--- src/rtl/array_pkg.sv ---
// Shared types and helpers for the byte-enable RAM and its init sequencer.
package array_pkg;

    typedef enum logic {INIT, READY} arr_state_t;
    typedef enum logic {RDW_OLD, RDW_NEW} rdw_mode_t;

    // Widest word the merge helper handles; callers cast to and from their own width.
    localparam int MAX_W  = 256;
    localparam int MAX_BE = MAX_W / 8;

    function automatic logic [MAX_W-1:0] byte_merge(
        input logic [MAX_W-1:0]  old_w,
        input logic [MAX_W-1:0]  new_w,
        input logic [MAX_BE-1:0] be
    );
        logic [MAX_W-1:0] merged;
        merged = old_w;
        for (int i = 0; i < MAX_BE; i++) begin
            if (be[i]) begin
                merged[8*i +: 8] = new_w[8*i +: 8];
            end else begin
                merged[8*i +: 8] = old_w[8*i +: 8];
            end
        end
        return merged;
    endfunction

endpackage

--- src/rtl/array_init_seq.sv ---
// Init/ready state machine: sweeps every entry with zeros after reset or clear.
module array_init_seq
    import array_pkg::*;
#(
    parameter int DEPTH = 6,
    parameter int AW    = $clog2(DEPTH)
) (
    input  logic          clk,
    input  logic          rst_n,
    input  logic          clear,
    output logic          ready,
    output logic          init_we,
    output logic [AW-1:0] init_addr
);

    arr_state_t    state_r;
    logic [AW-1:0] cnt_r;
    logic          ready_r;

    // State, sweep counter and registered ready flag
    always_ff @(posedge clk or negedge rst_n) begin
        if (!rst_n) begin
            state_r <= INIT;
            cnt_r   <= {AW{1'b0}};
            ready_r <= 1'b0;
        end else if (clear) begin
            state_r <= INIT;
            cnt_r   <= {AW{1'b0}};
            ready_r <= 1'b0;
        end else begin
            case (state_r)
                INIT: begin
                    if (cnt_r == AW'(DEPTH - 1)) begin
                        state_r <= READY;
                        cnt_r   <= {AW{1'b0}};
                        ready_r <= 1'b1;
                    end else begin
                        cnt_r   <= cnt_r + AW'(1);
                    end
                end
                READY: begin
                    state_r <= READY;
                    ready_r <= 1'b1;
                end
                default: begin
                    state_r <= INIT;
                    cnt_r   <= {AW{1'b0}};
                    ready_r <= 1'b0;
                end
            endcase
        end
    end

    assign ready     = ready_r;
    assign init_we   = (state_r == INIT);
    assign init_addr = cnt_r;

endmodule

--- src/rtl/array_ram_be.sv ---
// Dual-port (one write, one read) RAM with byte enables, read-during-write
// selection, out-of-range detection and zero-sweep initialisation.
module array_ram_be
    import array_pkg::*;
#(
    parameter int        WIDTH    = 16,
    parameter int        DEPTH    = 6,
    parameter int        AW       = $clog2(DEPTH),
    parameter rdw_mode_t RDW_MODE = RDW_OLD
) (
    input  logic               clk,
    input  logic               rst_n,
    input  logic               clear,
    output logic               ready,
    input  logic               wr_en,
    input  logic [AW-1:0]      wr_addr,
    input  logic [WIDTH/8-1:0] wr_be,
    input  logic [WIDTH-1:0]   wr_data,
    input  logic               rd_en,
    input  logic [AW-1:0]      rd_addr,
    output logic               rd_valid,
    output logic [WIDTH-1:0]   rd_data,
    output logic               rd_err
);

    localparam logic [AW:0] DEPTH_L = (AW + 1)'(DEPTH);

    logic             ready_s;
    logic             init_we_s;
    logic [AW-1:0]    init_addr_s;
    logic             wr_ok_s;
    logic             rd_ok_s;
    logic             rd_in_range_s;
    logic [WIDTH-1:0] stored_wr_s;
    logic [WIDTH-1:0] wr_merged_s;
    logic [WIDTH-1:0] rd_word_s;

    // No reset on the array: the sweep provides the zero guarantee.
    logic [WIDTH-1:0] mem_r [DEPTH];

    logic             rd_valid_r;
    logic             rd_err_r;
    logic [WIDTH-1:0] rd_data_r;

    array_init_seq #(
        .DEPTH (DEPTH),
        .AW    (AW)
    ) u_init_seq (
        .clk       (clk),
        .rst_n     (rst_n),
        .clear     (clear),
        .ready     (ready_s),
        .init_we   (init_we_s),
        .init_addr (init_addr_s)
    );

    // Request acceptance, byte merge and read-during-write result selection
    always_comb begin
        wr_ok_s       = ready_s && wr_en && ({1'b0, wr_addr} < DEPTH_L);
        rd_ok_s       = ready_s && rd_en;
        rd_in_range_s = ({1'b0, rd_addr} < DEPTH_L);
        stored_wr_s   = {WIDTH{1'b0}};
        rd_word_s     = {WIDTH{1'b0}};
        if (wr_ok_s) begin
            stored_wr_s = mem_r[wr_addr];
        end else begin
            stored_wr_s = {WIDTH{1'b0}};
        end
        wr_merged_s = WIDTH'(byte_merge(MAX_W'(stored_wr_s), MAX_W'(wr_data), MAX_BE'(wr_be)));
        if (rd_in_range_s) begin
            rd_word_s = mem_r[rd_addr];
        end else begin
            rd_word_s = {WIDTH{1'b0}};
        end
        if ((RDW_MODE == RDW_NEW) && wr_ok_s && rd_in_range_s && (wr_addr == rd_addr)) begin
            rd_word_s = wr_merged_s;
        end else begin
            rd_word_s = rd_word_s;
        end
    end

    // Storage update: sweep zeros take priority over user writes
    always_ff @(posedge clk) begin
        if (init_we_s) begin
            mem_r[init_addr_s] <= {WIDTH{1'b0}};
        end else if (wr_ok_s) begin
            mem_r[wr_addr] <= wr_merged_s;
        end
    end

    // Registered read response; data holds between accepted reads
    always_ff @(posedge clk or negedge rst_n) begin
        if (!rst_n) begin
            rd_valid_r <= 1'b0;
            rd_err_r   <= 1'b0;
            rd_data_r  <= {WIDTH{1'b0}};
        end else if (rd_ok_s) begin
            rd_valid_r <= 1'b1;
            rd_err_r   <= !rd_in_range_s;
            rd_data_r  <= rd_word_s;
        end else begin
            rd_valid_r <= 1'b0;
            rd_err_r   <= 1'b0;
        end
    end

    assign ready    = ready_s;
    assign rd_valid = rd_valid_r;
    assign rd_err   = rd_err_r;
    assign rd_data  = rd_data_r;

endmodule

--- config.mk ---
export PLATFORM = sky130hd
export DESIGN_NAME = array_ram_be
export DESIGN_NICKNAME = d
export VERILOG_FILES = /design/src/rtl/array_pkg.sv /design/src/rtl/array_init_seq.sv /design/src/rtl/array_ram_be.sv
export SDC_FILE = /design/constraint.sdc
export NUM_CORES = 1
export LEC_CHECK = 0
export CAP_MARGIN = 20
export CORE_ASPECT_RATIO = 1.5
export CORE_UTILIZATION = 56
export CTS_CLUSTER_SIZE = 16
export DETAILED_ROUTE_END_ITERATION = 12
export PLACE_DENSITY = 0.76
export SYNTH_ARGS = -nofsm -noshare
export SYNTH_HDL_FRONTEND = slang
export SYNTH_SLANG_ARGS = --single-unit
--- constraint.sdc ---
create_clock -name clk -period 2.5 [get_ports clk]
set_input_delay 0.625 -clock clk [delete_from_list [all_inputs] [get_ports clk]]
set_output_delay 0.625 -clock clk [all_outputs]
set_load 0.03 [all_outputs]
==> results.py <==
metrics = {
    "outcome": {
        "run_status": "complete, no violations",
    },
    "place": {
        "dpl_worst_slack_ns": -0.0173,
        "dpl_cell_area_um2": 5450,
        "port_buffers": 47,
        "finalWeightedCongestion": 0.827,
        "hpwl_mm": 5.92,
        "placedCellCount": 446,
    },
    "flow_run": {
        "max-cap-violations": 0,
    },
    "clocking": {
        "tritoncts_clock_tree": "built",
        "cts_sinks": 119,
        "cts_root_buf": "clkbuf_16",
        "cts-root-to-sink-buffers": 2,
        "cts_setup_buffers": 0,
        "cts-hold-fix-buffers": 0,
        "cts_max_level": 4,
        "post_cts_sizing": 0,
        "cts-buffers-inserted": 17,
        "clk-insertion-delay-late_ns": 0.41,
        "clk_pin_slew_worst_paths_ns": 0.05,
    },
    "yosys": {
        "netlist_top_cells_count": "edfxtp_1, a21oi_1, dfrtp_1, nor2_1, and2_1",
        "cell_count_after_synthesis": 290,
        "yosysSeqAreaShare_pct": 72.1,
        "synth_edf_count": 96,
        "syn-num-nets": 319,
        "synth_cell_types": 31,
        "syn-mean-instance-area_um2": 16.6,
        "async_flop_share_pct": 19.3,
        "yosys_warnings": 0,
        "ys_ff_latch": 119,
        "synthFlopType": "edfxtp_1",
        "mappedNetlistArea_um2": 4800,
        "yosysMostFrequentCell": "edfxtp_1",
        "synth_largest_type_area_fraction_pct": 60.1,
        "synth.area.top_cells": "edfxtp_1, dfrtp_1, mux4_2",
        "post-synth-top-area-cell": "edfxtp_1",
    },
    "cells_and_area": {
        "post-route-cell-area_um2": 5990,
        "n_antenna_cell": 0,
        "post_route_cells_drive_above_1_share_pct": 19.4,
        "area_growth_pct": 24.7,
        "fin_nets": 387,
        "finish.cell_count_without_fillers": 478,
    },
    "drt": {
        "final_antenna_net_count": 0,
        "post_drt_wl_per_cell_um": 19.4,
        "detail_route.drc_violations": 0,
        "drt-initial-drc-count": 189,
        "routed_wl_mm": 9.28,
        "drt-vias-per-instance": 5.72,
        "drt_pass1_iterations": 4,
        "via_count": 2736,
    },
    "worst_setup_path": {
        "critical_path.max_fanout": 2,
        "critPathRequiredTime_ns": 1.88,
        "cell_breakdown_of_the_critical_path": "clkdlybuf4s50_1",
        "cpLargestDelayFamily": "buffers and inverters",
        "worst_path_largest_cell_delay_ns": 0.70,
        "critical_path.n_buffers_inverters": 1,
        "setup.worst_path.end_class": "output pin",
        "crit_path_top_delay_cell": "clkdlybuf4s50_1",
        "timing.critical_path.arrival_ns": 1.50,
        "timing.setup.critical_path_class": "flop to output pin",
        "critical_path.startpoint_type": "flop",
        "reg2reg_setup_slack_ns": 0.61,
    },
    "sta": {
        "finalSetupTns_ns": 0,
        "setup_violations": 0,
        "fmaxAchievable_mhz": 470,
        "timing.max_slew.rel_slack_pct": 61.7,
        "timing_hold_violations_final": 0,
        "timing_worst_slew_pin_value_ns": 0.574,
        "rsz0062_at_grt": "no",
        "layout_min_cycle_time_ns": 2.13,
        "maxSlewViolCount": 0,
        "min_period_over_period_pct": 85.2,
        "postLayoutSetupSlackWorst_ns": 0.370,
        "fin_skew_ns": 0.00612,
    },
    "floorplanning": {
        "start_util_pct": 57.4,
        "io-pin-count": 48,
        "design.die.area_um2": 8950,
        "die_h_um": 115,
        "floorplan.core_area_um2": 8360,
        "num_rows": 41,
        "die-width_um": 77.6,
    },
    "grt": {
        "grt.total_usage_pct": 23.3,
        "wire_length_of_the_first_global_routing_pass_mm": 14.4,
        "first_global_vias": 2765,
        "maximum_number_of_pins_on_one_net_before_global_route_repair": 35,
        "antenna_found_initial": 0,
        "globalRouteOverflowTotal": 0,
    },
    "hold_path": {
        "min_path_type": "flop to flop",
    },
    "power_and_ir_drop": {
        "p_leak_nw": 2.16,
        "power.ir.vdd_worst_uv": 648,
        "p_per_area_nw_per_um2": 937,
    },
}
==> per-stage QoR <==
step           util, %  power [mW]  hold WS (ns)
3_3_place_gp      65.1        3.43         0.506
3_5_place_dp      65.1        3.46         0.516
4_1_cts           71.6        5.64         0.528
6_report          71.6        5.61         0.523
5_1_grt           71.6        5.81         0.542
2_1_floorplan        -        3.03         0.329
==> area by class of cell <==
type / count / area (µm²)
fillers: 538 / 2370
inverters: 4 / 15.0
multi-input cells: 151 / 1230
clock buffers: 27 / 493
clock inverters: 5 / 47.5
repair buffers: 65 / 613
well taps: 107 / 134
flip-flops and latches: 119 / 3460
==> flip-flops by register name (all words and copies together) (netlist names) <==
name,count
rd_valid,1
mem_r,96
u_init_seq.state_r,1
u_init_seq.init_addr,3
u_init_seq.ready,1
rd_data,16
rd_err,1
==> layout by cell type, fill, tap and decap left out, types with 5 or more instances in the layout <==
master / instances
a21oi_1: 28
edfxtp_1: 96
o21ai_0: 7
dfrtp_1: 23
and2_1: 17
mux4_2: 13
clkbuf_16: 17
a22oi_1: 16
nor2_1: 22
nor2b_1: 5
clkbuf_1: 7
buf_4: 17
mux2_2: 16
clkdlybuf4s50_1: 46
==> cell families (layout without fill, tap and decap cells) <==
logic type             Yosys count  in the layout  synth area share, %
AND/OR/NAND/NOR                 63             63                 7.12
AO/OA/AOI/OAI                   55             55                 6.75
multiplexers                    32             32                 11.5
XOR/XNOR                         1              1                0.183
flip-flops                     119            119                 72.1
buffers and inverters           20            101                 2.40
==> routing by layer <==
metal  wire [µm]  global-route usage (%)  part of all wire (%)  vias up
met2        4970                    39.8                    54       99
met1        3530                    26.6                    38     1344
met4         281                    11.6                   3.0        0
met5           0                       0                     0        -
met3         491                    6.98                   5.3       19
li1            -                       -                     -     1274
==> report_power, final <==
| part | switching (mW) | internal [mW] | leakage [nW] |
|---|---|---|---|
| logic | 0.534 | 0.430 | 0.713 |
| registers | 0.104 | 2.36 | 1.18 |
| clock network | 0.750 | 1.43 | 0.264 |
| total | 1.39 | 4.22 | 2.16 |
==> worst paths after layout <==
path	cells past startpoint	endpoint	startpoint
setup / recovery	1	rd_data[15]	rd_data[15]
hold / removal	2	rd_data[13]	rd_data[13]
setup reg to reg	4	mem_r[0][1]	u_init_seq.state_r
hold reg to reg	2	rd_data[13]	rd_data[13]
max in group asynchronous	2	rd_valid	rst_n
min in group asynchronous	2	rd_data[5]	rst_n
Power figures use the tool's default switching activity.
